<file path="src/rtl/alu_defs.sv">
// Shared opcode constants, FSM state encoding and width helper for the
// sequential N-bit ALU.
package alu_defs;

  localparam logic [2:0] OP_ADD = 3'b000;
  localparam logic [2:0] OP_SUB = 3'b001;
  localparam logic [2:0] OP_XOR = 3'b010;
  localparam logic [2:0] OP_SLT = 3'b011;
  localparam logic [2:0] OP_MUL = 3'b100;

  typedef enum logic {
    S_IDLE = 1'b0,
    S_MULT = 1'b1
  } state_t;

  // Ceiling log2: bits needed to count 0 .. value-1.
  function automatic int clog2(input int value);
    int r;
    int v;
    r = 0;
    v = value - 1;
    while (v > 0) begin
      r = r + 1;
      v = v >> 1;
    end
    return r;
  endfunction

endpackage

</file>
<file path="src/rtl/add_nbit.sv">
// Parametrised ripple-carry adder; also exposes the carry into the MSB so
// the caller can form the signed-overflow flag.
module add_nbit #(
  parameter int WIDTH = 32
) (
  input  logic [WIDTH-1:0] a,
  input  logic [WIDTH-1:0] b,
  input  logic             cin,
  output logic [WIDTH-1:0] sum,
  output logic             cout,
  output logic             carry_msb
);

  logic [WIDTH:0] c;

  assign c[0] = cin;

  for (genvar i = 0; i < WIDTH; i++) begin : g_bit
    assign sum[i]   = a[i] ^ b[i] ^ c[i];
    assign c[i+1]   = (a[i] & b[i]) | (a[i] & c[i]) | (b[i] & c[i]);
  end

  assign cout      = c[WIDTH];
  assign carry_msb = c[WIDTH-1];

endmodule

</file>
<file path="src/rtl/alu_nbit_seq.sv">
// N-bit MIPS-style ALU: single-cycle ADD/SUB/XOR/SLT and a shift-add unsigned
// MUL taking WIDTH cycles. Start is accepted only in IDLE; Done pulses once per result.
module alu_nbit_seq
  import alu_defs::*;
#(
  parameter int WIDTH = 32
) (
  input  logic             clk,
  input  logic             reset,
  input  logic             Start,
  input  logic [WIDTH-1:0] A,
  input  logic [WIDTH-1:0] B,
  input  logic [2:0]       Cntrl,
  output logic [WIDTH-1:0] Out,
  output logic [WIDTH-1:0] Hi,
  output logic             Cout,
  output logic             Overflow,
  output logic             Zero,
  output logic             Busy,
  output logic             Done,
  output state_t           fsm_state
);

  localparam int CW = clog2(WIDTH + 1);

  state_t state, state_next;

  logic [WIDTH-1:0]   mcand;
  logic [2*WIDTH-1:0] prod;
  logic [2*WIDTH-1:0] prod_next;
  logic [CW-1:0]      count;
  logic               accept;
  logic               mul_last;

  // Shared ADD/SUB/SLT adder: SUB and SLT use A + ~B + 1.
  logic [WIDTH-1:0] alu_b, alu_sum;
  logic             alu_cin, alu_cout, alu_cmsb, alu_ovf, slt_bit;

  always_comb begin
    alu_cin = (Cntrl != OP_ADD);
    alu_b   = alu_cin ? ~B : B;
    alu_ovf = alu_cmsb ^ alu_cout;
    slt_bit = alu_sum[WIDTH-1] ^ alu_ovf;
  end

  add_nbit #(.WIDTH(WIDTH)) u_alu_add (
    .a         (A),
    .b         (alu_b),
    .cin       (alu_cin),
    .sum       (alu_sum),
    .cout      (alu_cout),
    .carry_msb (alu_cmsb)
  );

  // Multiplier accumulate: upper half plus multiplicand when product LSB is set.
  logic [WIDTH-1:0] mul_addend, acc_sum;
  logic             acc_cout, acc_cmsb_unused;

  always_comb begin
    mul_addend = prod[0] ? mcand : '0;
    prod_next  = {acc_cout, acc_sum, prod[WIDTH-1:1]};
  end

  add_nbit #(.WIDTH(WIDTH)) u_mul_add (
    .a         (prod[2*WIDTH-1:WIDTH]),
    .b         (mul_addend),
    .cin       (1'b0),
    .sum       (acc_sum),
    .cout      (acc_cout),
    .carry_msb (acc_cmsb_unused)
  );

  // State register.
  always_ff @(posedge clk or posedge reset) begin
    if (reset) state <= S_IDLE;
    else       state <= state_next;
  end

  // Next-state logic.
  always_comb begin
    state_next = state;
    case (state)
      S_IDLE: if (Start && Cntrl == OP_MUL) state_next = S_MULT;
      S_MULT: if (mul_last) state_next = S_IDLE;
      default: state_next = S_IDLE;
    endcase
  end

  // FSM outputs.
  always_comb begin
    Busy      = (state == S_MULT);
    accept    = Start && (state == S_IDLE);
    mul_last  = (state == S_MULT) && (count == CW'(WIDTH - 1));
    fsm_state = state;
  end

  assign Zero = (Out == '0);

  always_ff @(posedge clk or posedge reset) begin
    if (reset) begin
      Out      <= '0;
      Hi       <= '0;
      Cout     <= 1'b0;
      Overflow <= 1'b0;
      Done     <= 1'b0;
      mcand    <= '0;
      prod     <= '0;
      count    <= '0;
    end else begin
      Done <= 1'b0;
      if (accept) begin
        case (Cntrl)
          OP_ADD, OP_SUB: begin
            Out <= alu_sum; Hi <= '0; Cout <= alu_cout; Overflow <= alu_ovf; Done <= 1'b1;
          end
          OP_XOR: begin
            Out <= A ^ B; Hi <= '0; Cout <= 1'b0; Overflow <= 1'b0; Done <= 1'b1;
          end
          OP_SLT: begin
            Out <= {{(WIDTH-1){1'b0}}, slt_bit}; Hi <= '0; Cout <= 1'b0; Overflow <= 1'b0;
            Done <= 1'b1;
          end
          OP_MUL: begin
            mcand <= A;
            prod  <= {{WIDTH{1'b0}}, B};
            count <= '0;
          end
          default: begin
            Out <= '0; Hi <= '0; Cout <= 1'b0; Overflow <= 1'b0; Done <= 1'b1;
          end
        endcase
      end else if (state == S_MULT) begin
        prod  <= prod_next;
        count <= count + CW'(1);
        if (mul_last) begin
          Out      <= prod_next[WIDTH-1:0];
          Hi       <= prod_next[2*WIDTH-1:WIDTH];
          Overflow <= |prod_next[2*WIDTH-1:WIDTH];
          Cout     <= 1'b0;
          Done     <= 1'b1;
        end
      end
    end
  end

endmodule

</file>
<file path="config.mk">
export PLATFORM = sky130hd
export DESIGN_NAME = alu_nbit_seq
export DESIGN_NICKNAME = d
export VERILOG_FILES = /design/src/rtl/alu_defs.sv /design/src/rtl/add_nbit.sv /design/src/rtl/alu_nbit_seq.sv
export SDC_FILE = /design/constraint.sdc
export NUM_CORES = 1
export LEC_CHECK = 0
export ABC_AREA = 1
export CAP_MARGIN = 25
export CORE_UTILIZATION = 49
export CTS_CLUSTER_SIZE = 28
export DETAILED_ROUTE_END_ITERATION = 6
export DONT_BUFFER_PORTS = 1
export MAX_ROUTING_LAYER = met4
export PLACE_DENSITY = 0.67
export SYNTH_ARGS = -nofsm -noshare
export SYNTH_HDL_FRONTEND = slang
export SYNTH_SLANG_ARGS = --single-unit
</file>
<file path="constraint.sdc">
create_clock -name clk -period 34.3 [get_ports clk]
set_clock_uncertainty 0.2 [all_clocks]
set_input_delay 6.86 -clock clk [delete_from_list [all_inputs] [get_ports clk]]
set_output_delay 6.86 -clock clk [all_outputs]
set_load 0.01 [all_outputs]
</file>
# --- After elaboration in Yosys (flattened, before gate mapping) ---
# Index checks and enable logic that the tools add are counted.
totals:
  ff_bits: 170
  in_bits: 70
  out_inout_bits: 70
  wordCells: 509
classes:
  add_sub_neg: 1
  n_eq_ne: 7
  muxes: 31
  n_bitwise: 448
  reduce_logical: 13
op_table:
  columns: ["operator", "count"]
  rows:
  - ["32-bit two-way mux", 9]
  - ["64-bit two-way mux", 3]
  - ["1-bit AND", 190]
  - ["1-bit XOR", 129]
  - ["32-bit one-hot mux with 4 select lines", 1]
  - ["1-bit bitwise OR", 126]
  - ["32-bit zero test", 1]
  - ["32-bit inverter", 1]
  - ["32-bit OR reduction", 1]
  - ["32-bit XOR", 1]
  - ["6-bit two-way mux", 3]
  - ["1-bit two-way mux", 12]
  - ["6-bit by 1-bit adder with 6-bit output (second input constant)", 1]
  - ["3-bit by 2-bit == test with 1-bit output (second input constant)", 2]
  - ["6-bit by 5-bit == test with 1-bit output (second input constant)", 1]
  - ["1-bit one-hot mux with 2 select lines", 3]
  - ["2-bit AND reduction", 2]
  - ["2-bit nonzero test", 2]
  - ["3-bit by 1-bit == test with 1-bit output (second input constant)", 1]
  - ["3-bit == test (second input constant)", 1]
  - ["1-bit logical AND", 3]
  - ["3-bit zero test", 1]
  - ["3-bit AND reduction", 1]
  - ["3-bit nonzero test", 1]
  - ["4 further kinds", 4]

# --- Logic depth before layout (Yosys ltp) ---
# Gate-level depths: netlist of run 1.
logic_depth:
  depth_word: 102
  depth_mapped: 45
  mapped_depth_nobuf: 44

# --- Cells and area by module ---
# A second synthesis of run 1 with hierarchy kept.
hier_totals:
  cells_unflattened: 1173
  hier_area_um2: 9975.8
by_module_without_submodules:
  columns: ["mod", "instances", "cells_per_inst", "area_per_inst_um2", "seq_area_each_um2"]
  rows:
  - ["alu_nbit_seq", 1, 1089, 8619.5, 4254.1]
  - ["add_nbit", 2, 42, 678.2, 0.0]

# --- Worst setup path before layout of run 1 ---
# OpenSTA, ideal clock, no wires.
synth_path:
  kind: "input to register"
  from: "input port Cntrl[1]"
  to: "register Out[31]"
  setup_ns: 0.065
  arrival_time_ns: 20.406
  required_ns: 34.035
  slack_ns: 13.629
  stages: 44
  path_cell_list: "nor2_1 nand2_1 buf_2 o21ai_0 fa_1 fa_1 inv_1 fa_1 fa_1 fa_1 fa_1 fa_1 fa_1 fa_1 fa_1 fa_1 fa_1 fa_1 [... 8 more ...] fa_1 fa_1 fa_1 fa_1 fa_1 fa_1 fa_1 fa_1 inv_1 fa_1 inv_1 fa_1 nand2_1 nand2_1 nand2_1 nand2_1 nand2_1 nand2_1"
synth_between:
  elab_chain_len: 98
  word_cells_on_any_way: 169
  classes_between: "eq/ne: 5; mux: 3; bitwise: 157; reduce/logical: 4"
synth_rtl:
  columns: ["element", "line", "rtl"]
  rows:
  - ["start, declared", "alu_nbit_seq.sv:13", "input logic [2:0] Cntrl,"]
  - ["3-bit nonzero test", "alu_nbit_seq.sv:40", "alu_cin = (Cntrl != OP_ADD);"]
  - ["32-bit two-way mux", "alu_nbit_seq.sv:41", "alu_b = alu_cin ? ~B : B;"]
  - ["1-bit AND", "add_nbit.sv:20", "assign c[i+1] = (a[i] & b[i]) | (a[i] & c[i]) | (b[i] & c[i]);"]
  - ["1-bit bitwise OR (2 in a row)", "add_nbit.sv:20", null]
  - ["1-bit AND", "add_nbit.sv:20", null]
  - ["1-bit bitwise OR (2 in a row)", "add_nbit.sv:20", null]
  - ["1-bit AND", "add_nbit.sv:20", null]
  - ["1-bit bitwise OR (2 in a row)", "add_nbit.sv:20", null]
  - ["[... 76 more ...]", null, null]
  - ["1-bit bitwise OR (2 in a row)", "add_nbit.sv:20", null]
  - ["1-bit AND", "add_nbit.sv:20", null]
  - ["1-bit bitwise OR (2 in a row)", "add_nbit.sv:20", null]
  - ["1-bit AND", "add_nbit.sv:20", null]
  - ["1-bit bitwise OR (2 in a row)", "add_nbit.sv:20", null]
  - ["1-bit XOR", "add_nbit.sv:19", "assign sum[i] = a[i] ^ b[i] ^ c[i];"]
  - ["32-bit one-hot mux with 4 select lines", "alu_nbit_seq.sv:112", "case (Cntrl)"]
  - ["32-bit two-way mux", "alu_nbit_seq.sv:111", "if (accept) begin"]
  - ["end signal, assigned", "alu_nbit_seq.sv:136", "Out <= prod_next[WIDTH-1:0];"]
  - ["end, declared", "alu_nbit_seq.sv:14", "output logic [WIDTH-1:0] Out,"]
# Parallel ways exist; a longest one is shown, timed or not.
# A chain may end at the register's enable or synchronous reset.

# --- Final worst setup path of run 1 ---
# Same ends and word-level chain as after synthesis.

==> metrics list, run 1 <==
- Type of element capturing the critical path: register
* Most common cell after layout, fill and taps aside: sky130_fd_sc_hd__nand2_1
* Global route overflow: 0
* Ys Warns: 0
* Die width: 146 um
- Number of endpoints with negative hold slack in the final report: 0
- Core footprint: just over 20000 um^2
* Overall global routing resource usage: 0.261
* Root Buffer: sky130_fd_sc_hd__clkbuf_16
- Entering global routing, the biggest net connects ~100 pins.
- Synthesized net count: roughly 1500
- The worst register-to-register path has a depth of 40.
* Buffer levels on the longest clock path: 2
- Routed wirelength normalized by instance count: 16.0 um
* Post-route ant nets: 0
- Derived from the worst setup path, the maximum achievable clock frequency is ~47 MHz.
- Total die area: 21300 um^2
- Final design utilization: 0.536
* Final number of max-transition violations: 0
- Number of resized instances in the post-cts repair step: 0
- Final-layout fill cell count: just under 2000
- In this run the cell area of the synthesized design comes to around 10000 um^2.
- Compared with the post-synthesis result, the final layout area differs by 7.18%.
- The via count of the first global-routing pass is around 8100.
- Setup repair after global routing left no endpoint under its margin.
- The slowest stage of the critical path is the sky130_fd_sc_hd__nand2_2 cell.
- Crit-path most repeated cell: sky130_fd_sc_hd__fa_1
- In the final layout, the share of cells above drive strength 1 is 0.0420.
- Hold/Removal Path Class: register to register
* Num CTS Buffers: 17
* Share of the synthesized area in the top cell type: 0.419
- Along the worst hold path, the cell count comes to 2.
- Vias after detailed routing: a little over 8000
- Clock-pin slew reported for the worst setup and hold paths after clock tree synthesis: around 60 ps
- Kind of critical path: input pin to register
- Dominant cell type by area after synthesis: sky130_fd_sc_hd__dfrtp_1
- Top library cells by usage in the layout, fill and taps aside: sky130_fd_sc_hd__nand2_1 (646), sky130_fd_sc_hd__dfrtp_1 (170), sky130_fd_sc_hd__inv_1 (126)
* Instance count of the mapped netlist: roughly 1300
- After detailed routing, the number of remaining DRC violations is 0.
- Seq/Total Area, Yosys: 0.419
* Maximum vdd drop: just under 0.04 mV
* Final number of setup-violating endpoints: 0
- Summing all placed instances gives a cell area of around 10000 um^2.
* Endpoint arrival time on the critical path: around 22000 ps
- Number of max-capacitance violations reported: 0
- Flops & latches, synth: 170
* WL final: around 25000 um
* Number of setup buffers added after CTS: 0
- Number of clock sinks: 170
- Worst path max stage delay: 570 ps
* Count of routing violations after the opening detailed-route iteration: roughly 560
- Area contributors post-synth: sky130_fd_sc_hd__dfrtp_1 (42%), sky130_fd_sc_hd__nand2_1 (24%), sky130_fd_sc_hd__fa_1 (12%)
- STA classifies the critical path startpoint as an input pin.
* Count of antenna diodes in the layout: 0
* Deepest level of the CTS H-tree: 4
- Of all nets on the critical path, the largest fanout is 32.
- Hold repair after CTS inserted 0 buffers.
* Net total in the final layout: ~1400
* Worst Max-Slew Pin Slew: about 990 ps
- The die is ~150 um tall.
- Syn Area/Cell: 7.63 um^2
* Final design instance area without fill: roughly 11000 um^2
- Total number of placement rows: between 50 and 60
- Status: complete, no violations
* Number of primary I/O pins: 140
- After detailed routing, the number of vias per cell comes to 5.12.
- During placement, the flow inserted port buffers numbering 0.
- On the final layout, the worst hold slack is ~290 ps.
- TritonCTS clock tree: yes
- For this design the static power due to leakage is around 0.0058 uW.
* First-pass GRT wire length: roughly 42000 um
- Post-detailed-placement half-perimeter wirelength: approximately 17000 um
* Slew margin rel.: 0.341
- Pwr Density: between 80 and 90 nW/um^2
- Clock latency at the later pin of the worst-skew pair: 430 ps
- Setup_tns: 0 ps
- Final worst-path cycle share: 0.625
- Starting density of the core: 0.500
- For the worst setup path, the data required time is about 34000 ps.
- The number of antenna violations at the first check in global routing came to 0.
* Fin crit period: between 20000 and 25000 ps
- The synthesized netlist contains 22 unique library cells.
- Number of search-and-repair iterations in the first detailed-routing pass: 5
- At the end of routability-driven placement, the weighted congestion stood at 0.879.
## critical path, delay by kind of cell
kind                       cells  cell delay, ps
and+or+nand+nor                8            1110
adders and majority gates     31           12890
AOI/OAI and AO/OA              1             490
buffers and inverters          3             240
## path summary, 6_finish.rpt
path,to,slack [ps],start
setup / recovery,Out[31]$_DFFE_PP0P_,12870,Cntrl[1]
hold / removal,mcand[8]$_DFFE_PP0P_,290,mcand[8]$_DFFE_PP0P_
setup reg to reg,Overflow$_DFFE_PP0P_,19100,prod[0]$_DFFE_PP0P_
hold reg to reg,mcand[8]$_DFFE_PP0P_,290,mcand[8]$_DFFE_PP0P_
max in group asynchronous,mcand[11]$_DFFE_PP0P_,26460,reset
min in group asynchronous,Hi[24]$_DFFE_PP0P_,6240,reset
## where the power goes
part	internal, uW	switching [uW]	total (uW)	leakage [uW]
registers	293	80.4	373	0.00218
logic	122	220	342	0.00332
clock network	112	83.4	195	0.000288
## registers in the layout, summed over array words and instances, names as in the netlist
register  count
mcand        32
Cout          1
Overflow      1
Done          1
Hi           32
prod         64
Out          32
Busy          1
count         6
## layout make-up
class | instances | area (um^2) | area share
multi-input combinational | 965 | 5090 | 0.467
clock buffer | 20 | 457 | 0.0419
sequential | 170 | 4250 | 0.391
tap | 270 | 338 | 0.0310
inverter | 130 | 493 | 0.0453
clock inverter | 12 | 140 | 0.0129
timing repair buffer | 13 | 118 | 0.0108
## synthesized netlist by cell type
cell                       number
sky130_fd_sc_hd__a21oi_1        1
sky130_fd_sc_hd__buf_1          1
sky130_fd_sc_hd__buf_2         22
sky130_fd_sc_hd__buf_4         13
sky130_fd_sc_hd__buf_6          2
sky130_fd_sc_hd__clkbuf_1      29
sky130_fd_sc_hd__dfrtp_1      170
sky130_fd_sc_hd__fa_1          63
sky130_fd_sc_hd__ha_1           2
sky130_fd_sc_hd__inv_1        127
sky130_fd_sc_hd__inv_2          3
sky130_fd_sc_hd__nand2_1      650
sky130_fd_sc_hd__nand2_4        1
sky130_fd_sc_hd__nand3_1       57
sky130_fd_sc_hd__nand3b_1       1
sky130_fd_sc_hd__nand4_1        3
sky130_fd_sc_hd__nor2_1        49
sky130_fd_sc_hd__nor3_1         1
sky130_fd_sc_hd__nor4_1         2
sky130_fd_sc_hd__o21ai_0       84
sky130_fd_sc_hd__o22ai_1       19
sky130_fd_sc_hd__xor2_1        32
## cells by family (layout without fill, tap and decap cells)
logic type / after synthesis / in the layout / synth area share
DFF: 170 / 170 / 0.419
and+or+nand+nor: 764 / 764 / 0.292
AOI/OAI and AO/OA: 104 / 104 / 0.0536
xor gates and xnor gates: 32 / 32 / 0.0276
buffers and inverters: 197 / 175 / 0.0818
adders and majority gates: 65 / 65 / 0.127
## through the flow
stage	std cells	worst slack, ps	total power, uW
final	1580	12870	910
after global routing	1580	12200	991
after CTS	1579	12780	918
after detailed placement	1547	12370	719
after global placement	1547	12560	711
after floorplan	1332	13630	626
## routing by layer
metal  GRT usage  wire length, um
met1       0.361            11900
met2       0.385            11000
met3      0.0574             1720
met4      0.0786              547
met5           -                0
No activity file was read; power rests on OpenSTA's default activity.
==> run 2: changes to the inputs <==
Clock period 34.3 ns to 20 ns, I/O delays scaled along.
==> metrics list, run 2 (synthesis results as in run 1) <==
- Status: complete, no violations
- TritonCTS clock tree: yes
- In this run the vertical extent of the chip is 146 um.
* Met2 global-route usage: 0.391
- The analysis attributes to cell leakage a power of between 0.005 and 0.006 uW.
- Post-CTS repair changed the size of 0 cells.
- The critical path contains buffers and inverters numbering 3 combined.
- The library cell used most frequently in the layout, excluding fill and tap cells, is sky130_fd_sc_hd__nand2_1.
* Worst Max-Slew Pin Slew: approximately 980 ps
- The die covers 21300 um^2.
- Clock-pin slew reported for the worst setup and hold paths after clock tree synthesis: 70 ps
- Of the available clock period, the critical path in the final layout requires 0.902.
* Share of post-route cells with drive strength above 1: 0.0427
- In this run the clock root is driven by a sky130_fd_sc_hd__clkbuf_16.
- Worst path max stage delay: 500 ps
* Number of primary I/O pins: 140
- The path class of the tightest hold or removal check is register to register.
- GR met3 Demand/Resource: 0.0542
- Once detail routing completed, the nets flagged for antenna violations numbered 0.
- IR analysis of the VDD net gives a maximum drop of 0.0680 mV.
- Placed Instance Area: ~10000 um^2
- In this run the critical register-to-register path is captured at Overflow$_DFFE_PP0P_.
- Sequential share of power: 0.411
- Setup_tns: 0 ps
- Kind of critical path: input pin to register
- The slowest stage of the critical path belongs to the cell sky130_fd_sc_hd__fa_1.
* Count of cell instances traversed by the critical path: 43
- Final number of max-transition violations: 0
* Final design utilization: 0.535
- Counting every sink on the clock net gives 170.
* Count of antenna diodes in the layout: 0
- DRC violation count after routing: 0
- Number of search-and-repair iterations in the first detailed-routing pass: 5
- During placement, the flow inserted port buffers numbering 0.
- The tightest hold path in the finished design has a slack of 285 ps.
- The first global-routing pass estimated roughly 43000 um of wire.
- Vias/cell: a little over 5
- Pwr Density: between 100 and 150 nW/um^2
- Buffers inserted during clock tree synthesis total 17.
* Slew margin rel.: 0.343
- Measured along the x axis, the die boundary spans about 150 um.
- The H-tree was split into 4 levels.
* Core footprint: about 20000 um^2
* FF-to-FF setup slack: around 4800 ps
* CTS Hold Buffers Added: 0
* Post-detailed-placement half-perimeter wirelength: ~17000 um
- After clock tree synthesis, the setup repair step added 0 buffers.
* Top reg by flops: prod
- Met1 track utilization from global routing: 0.358
- The design draws 1550 uW.
- Max reg flops: 64
* Sw power: roughly 670 uW
* Gp weighted congestion: 0.865
- For this run, the top clock speed supported by timing is 55.5 MHz.
- Net total in the final layout: 1433
* Maximum number of pins on one net before global-route repair: slightly above 100
- The critical path ends at Out[31]$_DFFE_PP0P_.
- Worst-path maximum fanout: 9
- For this run, the total global-route usage over all layers was measured as 0.263.
- Number of max-capacitance violations reported: 0
* Number of endpoints with negative hold slack in the final report: 0
* Fin crit period: ~18000 ps
* Part of the total power dissipated in combinational logic: 0.380
- Global route overflow: 0
* Final number of setup-violating endpoints: 0
- After detailed routing, the average wire length per cell comes to 16.1 um.
* Final design instance area without fill: about 11000 um^2
- Vias after detailed routing: around 8000
* Top library cells by usage in the layout, fill and taps aside: sky130_fd_sc_hd__nand2_1 (646), sky130_fd_sc_hd__dfrtp_1 (170), sky130_fd_sc_hd__inv_1 (126)
- Crit-path most repeated cell: sky130_fd_sc_hd__fa_1
- The clock passes through at most 2 buffers.
* Via count of the first global-routing pass: about 8300
* Unrepaired setup endpoints after global routing: false
* Count of routing violations after the opening detailed-route iteration: ~460
- Internal power: 886 uW
- Register-to-Register Path Depth: 40
- Clock latency at the later pin of the worst-skew pair: ~430 ps
* Clk network pwr share: 0.208
- Type of element capturing the critical path: register
- Dominant delay contributor by cell family on the critical path: adder cells
- Startpoint of the most critical register-to-register path: prod[0]$_DFFE_PP0P_
* Busiest grt layer: met2
- Area growth from synthesis to layout: 6.96%
- Beginning of the critical path: Cntrl[1]
- For this configuration, the core starts out at a cell density of 0.500.
* Total number of placement rows: 52
- WL final: 25500 um
* Proportion of total power due to net switching: 0.429
- STA puts the critical path data required time at 20160 ps.
- STA classifies the critical path startpoint as an input pin.
* Endpoint arrival time on the critical path: around 18000 ps
- Number of antenna violations at the first check in global routing: 0
-- run 2: changes by cell type in the layout (fill, tap and decap cells not counted) --
| cell | delta |
|---|---|
| sky130_fd_sc_hd__clkinv_4 | -1 |
| sky130_fd_sc_hd__clkinvlp_4 | +2 |
| sky130_fd_sc_hd__buf_4 | +1 |
| sky130_fd_sc_hd__clkinv_2 | -1 |
| sky130_fd_sc_hd__clkbuf_8 | -2 |
| sky130_fd_sc_hd__bufinv_16 | -1 |
| sky130_fd_sc_hd__inv_6 | +3 |
-- run 2: worst reg2reg max path: cells and delay by family, from the launching register on --
kind | cells | cell delay, ps
buffers and inverters | 1 | 310
DFF | 1 | 340
and+or+nand+nor | 8 | 730
adders and majority gates | 31 | 13520
-- run 2: worst min-delay path by stage --
stage / from / endpoint / slack [ps] / cells after the start
after floorplan: mcand[21]$_DFFE_PP0P_ / mcand[21]$_DFFE_PP0P_ / 250 / 2
after global placement: mcand[20]$_DFFE_PP0P_ / mcand[20]$_DFFE_PP0P_ / 270 / 2
after detailed placement: mcand[5]$_DFFE_PP0P_ / mcand[5]$_DFFE_PP0P_ / 270 / 2
after CTS: mcand[5]$_DFFE_PP0P_ / mcand[5]$_DFFE_PP0P_ / 290 / 2
after global routing: mcand[6]$_DFFE_PP0P_ / mcand[6]$_DFFE_PP0P_ / 320 / 2
final: mcand[5]$_DFFE_PP0P_ / mcand[5]$_DFFE_PP0P_ / 290 / 2
-- run 2: metrics by stage --
stage	cells	setup slack, ps
after floorplan	1332	2190
after global placement	1548	1660
after detailed placement	1548	1440
after CTS	1580	1840
after global routing	1581	1330
final	1581	1970
-- run 2: final cells by class --
cell class	count	area (um^2)
sequential	170	4250
multi-input combinational	965	5090
fill	1987	9430
clock buffer	18	429
tap	270	338
clock inverter	14	138
timing repair buffer	14	125
inverter	130	493
-- run 2: power by group through the flow --
stage          sequential, uW  clock [uW]  combinational (uW)
2_1_floorplan             607           0                 467
3_3_place_gp              641           0                 578
3_5_place_dp              644           0                 591
4_1_cts                   640         329                 594
5_1_grt                   658         342                 685
6_report                  639         323                 590
-- run 2: metal layers --
layer  vias up  part of all wire
li1       3964                 -
met1      3785              0.47
met3        34             0.070
met4         0             0.021
met2       249              0.44
met5         -                 0
